==> src/rtl/bus_pkg.sv <==
`default_nettype none
// +--------------------------------------------------------------------+
// | bus_pkg                                                            |
// | Shared state encoding and helpers for the bus transfer sequencer.  |
// | Rev 1.0                                                            |
// +--------------------------------------------------------------------+
package bus_pkg;

    typedef enum logic [1:0] {
        IDLE    = 2'd0,
        DRIVE   = 2'd1,
        CAPTURE = 2'd2,
        GAP     = 2'd3
    } state_t;

    function automatic int clog2(input int value);
        int result;
        result = 0;
        while ((1 << result) < value) begin
            result = result + 1;
        end
        return result;
    endfunction

endpackage
`default_nettype wire

==> src/rtl/onehot_decoder.sv <==
`default_nettype none
// +--------------------------------------------------------------------+
// | onehot_decoder                                                     |
// | Binary select to one-hot vector, all-zero when en is low.          |
// | Rev 1.0                                                            |
// +--------------------------------------------------------------------+
module onehot_decoder
    import bus_pkg::*;
#(
    parameter int SELW  = 2,
    parameter int NREGS = 4
) (
    input  logic [SELW-1:0]  sel,
    input  logic             en,
    output logic [NREGS-1:0] onehot
);

    for (genvar i = 0; i < NREGS; i++) begin : g_bit
        assign onehot[i] = en && (sel == SELW'(i));
    end

endmodule
`default_nettype wire

==> src/rtl/bus_transfer_sequencer.sv <==
`default_nettype none
// +--------------------------------------------------------------------+
// | bus_transfer_sequencer                                             |
// | Drives one-hot enables/loads for register transfers over two       |
// | tri-state buses and captures the bus values. BUS_TURNAROUND_EN     |
// | inserts a dead GAP cycle after every transfer.                     |
// | Rev 1.0                                                            |
// +--------------------------------------------------------------------+
module bus_transfer_sequencer
    import bus_pkg::*;
#(
    parameter int WIDTH = 8,
    parameter int NREGS = 4,
    parameter int SELW  = 2
) (
    input  logic             clock,
    input  logic             reset,
    input  logic             req,
    output logic             ready,
    input  logic [SELW-1:0]  src1,
    input  logic [SELW-1:0]  src2,
    input  logic             use2,
    input  logic [SELW-1:0]  dst,
    input  logic             dst_en,
    input  logic [WIDTH-1:0] bus1,
    input  logic [WIDTH-1:0] bus2,
    output logic [NREGS-1:0] enable1,
    output logic [NREGS-1:0] enable2,
    output logic [NREGS-1:0] load,
    output logic [WIDTH-1:0] rdata1,
    output logic [WIDTH-1:0] rdata2,
    output logic             done,
    output logic             err
);

    if ((SELW != clog2(NREGS)) || (NREGS < 2) || (NREGS > 16)) begin : g_param_check
        $error("bus_transfer_sequencer: SELW must equal clog2(NREGS), NREGS in 2..16");
    end

    localparam logic [SELW:0] c_nregs = (SELW + 1)'(NREGS);

    state_t             r_state;
    state_t             w_state_next;
    logic [SELW-1:0]    r_src1, r_src2, r_dst;
    logic               r_use2, r_dst_en;
    logic [SELW-1:0]    w_src1_next, w_src2_next, w_dst_next;
    logic               w_use2_next, w_dst_en_next;
    logic               w_valid, w_accept, w_reject;
    logic               w_drive_next, w_load_next;
    logic [NREGS-1:0]   w_enable1_next, w_enable2_next, w_load_vec_next;
    logic [NREGS-1:0]   r_enable1, r_enable2, r_load;
    logic [WIDTH-1:0]   r_rdata1, r_rdata2;
    logic               r_done, r_err;

    // Only selects that the transfer actually uses are range-checked.
    assign w_valid  = ({1'b0, src1} < c_nregs)
                   && (!use2   || ({1'b0, src2} < c_nregs))
                   && (!dst_en || ({1'b0, dst}  < c_nregs));
    assign w_accept = (r_state == IDLE) && req && w_valid;
    assign w_reject = (r_state == IDLE) && req && !w_valid;

    always_comb begin
        w_state_next  = r_state;
        w_src1_next   = r_src1;
        w_src2_next   = r_src2;
        w_dst_next    = r_dst;
        w_use2_next   = r_use2;
        w_dst_en_next = r_dst_en;
        case (r_state)
            IDLE: begin
                if (w_accept) begin
                    w_state_next  = DRIVE;
                    w_src1_next   = src1;
                    w_src2_next   = src2;
                    w_dst_next    = dst;
                    w_use2_next   = use2;
                    w_dst_en_next = dst_en;
                end
            end
            DRIVE:   w_state_next = CAPTURE;
`ifdef BUS_TURNAROUND_EN
            CAPTURE: w_state_next = GAP;
`else
            CAPTURE: w_state_next = IDLE;
`endif
            GAP:     w_state_next = IDLE;
            default: w_state_next = IDLE;
        endcase
    end

    // Enables are decoded from the next state so they register glitch-free.
    assign w_drive_next = (w_state_next == DRIVE) || (w_state_next == CAPTURE);
    assign w_load_next  = (w_state_next == CAPTURE) && w_dst_en_next;

    onehot_decoder #(.SELW(SELW), .NREGS(NREGS)) u_dec_enable1 (
        .sel    (w_src1_next),
        .en     (w_drive_next),
        .onehot (w_enable1_next)
    );

    onehot_decoder #(.SELW(SELW), .NREGS(NREGS)) u_dec_enable2 (
        .sel    (w_src2_next),
        .en     (w_drive_next && w_use2_next),
        .onehot (w_enable2_next)
    );

    onehot_decoder #(.SELW(SELW), .NREGS(NREGS)) u_dec_load (
        .sel    (w_dst_next),
        .en     (w_load_next),
        .onehot (w_load_vec_next)
    );

    always_ff @(posedge clock or posedge reset) begin
        if (reset) begin
            r_state <= IDLE;
        end else begin
            r_state <= w_state_next;
        end
    end

    always_ff @(posedge clock or posedge reset) begin
        if (reset) begin
            r_src1    <= '0;
            r_src2    <= '0;
            r_dst     <= '0;
            r_use2    <= 1'b0;
            r_dst_en  <= 1'b0;
            r_enable1 <= '0;
            r_enable2 <= '0;
            r_load    <= '0;
            r_rdata1  <= '0;
            r_rdata2  <= '0;
            r_done    <= 1'b0;
            r_err     <= 1'b0;
        end else begin
            r_src1    <= w_src1_next;
            r_src2    <= w_src2_next;
            r_dst     <= w_dst_next;
            r_use2    <= w_use2_next;
            r_dst_en  <= w_dst_en_next;
            r_enable1 <= w_enable1_next;
            r_enable2 <= w_enable2_next;
            r_load    <= w_load_vec_next;
            r_done    <= (r_state == CAPTURE);
            r_err     <= w_reject;
            if (r_state == CAPTURE) begin
                r_rdata1 <= bus1;
                if (r_use2) begin
                    r_rdata2 <= bus2;
                end
            end
        end
    end

    assign ready   = (r_state == IDLE);
    assign enable1 = r_enable1;
    assign enable2 = r_enable2;
    assign load    = r_load;
    assign rdata1  = r_rdata1;
    assign rdata2  = r_rdata2;
    assign done    = r_done;
    assign err     = r_err;

endmodule
`default_nettype wire
==> config.mk <==
export PLATFORM = sky130hd
export DESIGN_NAME = bus_transfer_sequencer
export DESIGN_NICKNAME = d
export VERILOG_FILES = /design/src/rtl/bus_pkg.sv /design/src/rtl/onehot_decoder.sv /design/src/rtl/bus_transfer_sequencer.sv
export SDC_FILE = /design/constraint.sdc
export NUM_CORES = 1
export LEC_CHECK = 0
export BUFFER_PORTS_ARGS = -buffer_cell sky130_fd_sc_hd__clkbuf_2
export CAP_MARGIN = 20
export CORE_MARGIN = 10
export CORE_UTILIZATION = 35
export DETAILED_ROUTE_END_ITERATION = 7
export PLACE_DENSITY_LB_ADDON = 0.12
export SLEW_MARGIN = 20
export SYNTH_ARGS = -nofsm -noshare
export SYNTH_HDL_FRONTEND = slang
export SYNTH_SLANG_ARGS = --single-unit
==> constraint.sdc <==
create_clock -name clock -period 3.05 [get_ports clock]
set_input_delay 0.305 -clock clock [delete_from_list [all_inputs] [get_ports clock]]
set_output_delay 0.305 -clock clock [all_outputs]
set_load 0.03 [all_outputs]
* Yosys cells after proc, flatten, opt, wreduce, memory -nomap -nowiden
Index checks and enable logic that the tools add are counted.
Word-level totals: word-level logic and storage cells 60, bits in registers 39, input bits 27
Operators by class: equal/unequal tests 14, reduce and logical (&&, ||, !) cells 22, mux-type cells 12
Operators with widths (count):
- 2-bit equality test, second input constant | 9
- 1-bit logical AND | 15
- 2-bit two-way mux | 7
- 2-bit by 1-bit equality test with 1-bit output, second input constant | 5
- 2-bit zero test | 4
- 2-bit one-hot mux with 3 select lines | 1
- 1-bit two-way mux | 4
- 2-bit AND reduction | 1
- 2-bit OR reduction | 1
- 1-bit logical OR | 1

* Depth between registers and ports, before layout
depth in word-level cells 8, gate-level depth with buffers 4

* Hierarchy
Synthesis repeated with hierarchy kept, for this count alone.
Second synthesis, totals: cell total of the unflattened synthesis 92, area total of the unflattened synthesis 1460.2 um2
By module, submodules not included:
- bus_transfer_sequencer | instances 1, cells an instance 80, area each 1347.5 um2, sequential area each 975.9 um2
- onehot_decoder | instances 3, cells an instance 4, area each 37.5 um2, sequential area each 0.0 um2

* Worst setup path after synthesis
OpenSTA, ideal clock, no wires.
path kind register to register, start reg r_state[0], end reg r_dst[1], data arrival time 1193 ps, path slack 1730 ps, path buffers 1, cell stages (with the launch flop) 4, cell sequence dfrtp_1 nor3b_4 buf_6 mux2_1
On the way: longest elaborated chain between the ends 4
Ends and longest elaborated chain:
- start: declaration | RTL line bus_transfer_sequencer.sv:42 | state_t r_state;
- start signal: assignment | RTL line bus_transfer_sequencer.sv:117 | r_state <= w_state_next;
- 2-bit zero test * | RTL line bus_transfer_sequencer.sv:59, bus_transfer_sequencer.sv:69
- 1-bit logical AND
- 2-bit two-way mux | RTL line bus_transfer_sequencer.sv:71 | if (w_accept) begin
- 2-bit two-way mux * | RTL line bus_transfer_sequencer.sv:69 | case (r_state)
- via u_dec_load.sel[1] | RTL line onehot_decoder.sv:13 | input logic [SELW-1:0] sel,
- end signal: assignment | RTL line bus_transfer_sequencer.sv:138 | r_dst <= w_dst_next;
- end: declaration | RTL line bus_transfer_sequencer.sv:44 | logic [SELW-1:0] r_src1, r_src2, r_dst;
The timed path passes the listed nets; every way through them passes the cells marked *. A chain may end at the register's enable or synchronous reset.

* Worst setup path after layout
start reg r_state[0], end reg r_load[0], in the netlist load[0]
RTL lines:
- 2-bit zero test * | RTL line bus_transfer_sequencer.sv:59, bus_transfer_sequencer.sv:69
- 1-bit logical AND
- 2-bit two-way mux | RTL line bus_transfer_sequencer.sv:71
- 2-bit two-way mux * | RTL line bus_transfer_sequencer.sv:69
- via u_dec_load.sel[0] | RTL line onehot_decoder.sv:13
- 2-bit zero test * | RTL line onehot_decoder.sv:19 | assign onehot[i] = en && (sel == SELW'(i));
- 1-bit logical AND * | RTL line onehot_decoder.sv:19
- via u_dec_load.onehot[0] | RTL line onehot_decoder.sv:15 | output logic [NREGS-1:0] onehot
- end signal: assignment | RTL line bus_transfer_sequencer.sv:143 | r_load <= w_load_vec_next;
- end: declaration | RTL line bus_transfer_sequencer.sv:51 | logic [NREGS-1:0] r_enable1, r_enable2, r_load;
Marks and branches as above.

==> impl_metrics.py <==
metrics = {
    "clock_network": {
        "clk-insertion-delay-late_ns": 0.29,
        "cts_setup_buffers": 0,
        "cts_buffers": 5,
        "cts_sinks": 39,
        "clkTransAtPathRegs_ns": 0.08,
        "cts_tree": "yes",
        "clockBufferDepth": 2,
        "clockRootBuffer": "clkbuf_8",
        "ctsHoldBuffers": 0,
        "h-tree-depth": 2,
        "cts_resized": 0,
    },
    "synth": {
        "synthTopCellsByArea": "dfrtp_1, mux2_4, mux2_2, mux2_1, buf_6",
        "synth_top_flop_cell": "dfrtp_1",
        "synth-seq-cells": 39,
        "syn-instance-count": 103,
        "async_reset_ff_share_pct": 100,
        "synth_top_cells_by_count": "dfrtp_1, mux2_2, mux2_4",
        "syn_nets": 130,
        "netlist.area_leader.share_pct": 64.0,
        "synth_cell_type_count": 29,
        "synth_most_common_cell": "dfrtp_1",
        "syn_area_mm2": 0.00153,
        "synth_top_cell_by_area": "dfrtp_1",
        "seq_area_frac_synth_pct": 64.0,
        "synth_edf_count": 0,
        "synth.yosys.warnings": 0,
        "avgSynthCellArea_um2": 14.8,
    },
    "detailed_routing": {
        "dr_total_vias": 1000,
        "drcViolationCount": 0,
        "detail_route.first_pass.iterations": 2,
        "wl_per_cell_um": 15.5,
        "viasPerCell": 4.65,
        "routed_wl_um": 3330,
        "antenna_left": 0,
        "dr.first_iter.drc_count": 29,
    },
    "final_layout": {
        "drive_gt1_share_pct": 53.3,
        "final_core_util_pct": 48.1,
        "n_fill_cell": 390,
        "syn2layout_area_growth_pct": 29.7,
        "nets": 191,
        "layout.cells.non_filler": 215,
        "antennaDiodeCount": 0,
    },
    "timing": {
        "min_period_ns": 1.72,
        "rsz0062_at_grt": "no",
        "slew_headroom_pct": 57.8,
        "fmax_ghz": 0.581,
        "period_share_pct": 56.5,
        "setup-tns-final_ns": 0,
        "hold_viol_final": 0,
        "timing.hold.ws_ns": 0.111,
        "clock_skew_ns": 0.00597,
        "tightest_slew_ns": 0.630,
        "finalSetupViolCount": 0,
        "final_max_slew_viol_count": 0,
    },
    "global_route": {
        "grt_overflow": 0,
        "grt_pass1_vias": 1155,
        "grt_usage_pct": 9.53,
        "antenna_found_initial": 0,
        "grt_max_degree": 40,
        "grt_pass1_wl_um": 5560,
    },
    "floorplanning": {
        "fp.coreArea_mm2": 0.00412,
        "rows": 23,
        "die_w_um": 86.0,
        "die-area_mm2": 0.00740,
        "die_y_um": 86.0,
        "initial_core_util_pct": 37.1,
        "ioPinCount": 58,
    },
    "setup_path": {
        "crit_required_ns": 3.27,
        "crit_type": "register to register",
        "cp-start-kind": "register",
        "r2r_setup_slack_ns": 1.33,
        "worstPathArrival_ns": 1.94,
        "worstPathMaxFanout": 12,
        "worstSetupEndpointType": "register",
    },
    "place": {
        "routabilityCongestion": 0.694,
        "dp_cells": 207,
        "io_buffers": 56,
        "hpwlAfterDp_um": 2560,
    },
    "pwr": {
        "irDropWorstVdd_uv": 474,
        "leakage_nw": 1.01,
        "p_per_area_mw_per_mm2": 945,
    },
    "job": {
        "drv_cap": 0,
    },
    "hold_path": {
        "hold_path.class": "primary input to async pin",
    },
    "outcome": {
        "status": "completed",
    },
}
path summary, 6_finish.rpt:
check                                startpoint                     to  cells after the start
setup / recovery           r_state[0]$_DFF_PP0_      load[0]$_DFF_PP0_                      4
hold / removal                            reset  rdata2[3]$_DFFE_PP0P_                      3
setup reg to reg           r_state[0]$_DFF_PP0_      load[0]$_DFF_PP0_                      4
hold reg to reg             r_src2[0]$_DFF_PP0_   enable2[0]$_DFF_PP0_                      1
max in group asynchronous                 reset   enable1[0]$_DFF_PP0_                      3
min in group clock                      src2[1]   enable2[1]$_DFF_PP0_                      2
through the flow:
stage / instance area (um^2) / total power, mW / worst slack, ns
detailed placement: 1850 / 1.39 / 1.30
CTS: 1980 / 1.90 / 1.29
floorplan: 1530 / 1.20 / 1.73
global route: 1980 / 1.98 / 1.15
finish: 1980 / 1.87 / 1.33
global placement: 1850 / 1.37 / 1.41
critical path: stages, from the launching register on:
cell and delay (ns):
dfrtp_1 0.48, nor3b_4 0.55, mux2i_1 0.38, inv_2 0.09, nor3_2 0.15
layer usage:
metal,GRT usage [%],part of all wire (%)
met1,9.87,39
met2,15.3,49
met3,6.24,11
met4,3.14,0.93
met5,0,0
report_power, final:
part	internal (mW)	leakage [nW]	switching (mW)
combinational	0.233	0.463	0.386
clock	0.327	0.0654	0.175
sequential	0.661	0.485	0.0874
total	1.22	1.01	0.649
cell families after synthesis:
family / after synthesis / share of synthesized area, %
other cells: 1 / 0.246
flops: 39 / 64.0
buf+inv: 9 / 3.45
simple gates: 24 / 10.8
mux: 22 / 18.0
compound gates: 8 / 3.45
state kept, by name, indices dropped and copies added (netlist names):
signal    count
rdata1        8
r_state       2
r_src1        2
load          4
enable2       4
done          1
r_src2        2
r_use2        1
enable1       4
rdata2        8
r_dst         2
r_dst_en      1
final cells by class:
| type | count | area (um^2) | share of cell area, % |
|---|---|---|---|
| sequential | 39 | 976 | 49.3 |
| inverter | 6 | 22.5 | 1.14 |
| multi-input combinational | 55 | 497 | 25.1 |
| tap | 50 | 62.6 | 3.16 |
| clock inverter | 2 | 60.1 | 3.04 |
| clock buffer | 6 | 72.6 | 3.67 |
| timing repair buffer | 57 | 288 | 14.5 |
cells in the final DEF, fill, tap and decap left out, drive strengths merged:
cell and instances:
nor2 5, nand2 5, bufinv 2, mux2i 2
o22ai 2, mux2 20, o32ai 2, nand3b 2
nor2b 2, and2 2, o21ai 2, nor3 2
nand3 3, o21bai 1, dfrtp 39, buf 1
conb 1, clkbuf 62, a21oi 1, inv 6
and2b 1, nor3b 2
Note: power is estimated with default switching activity, not from simulation.
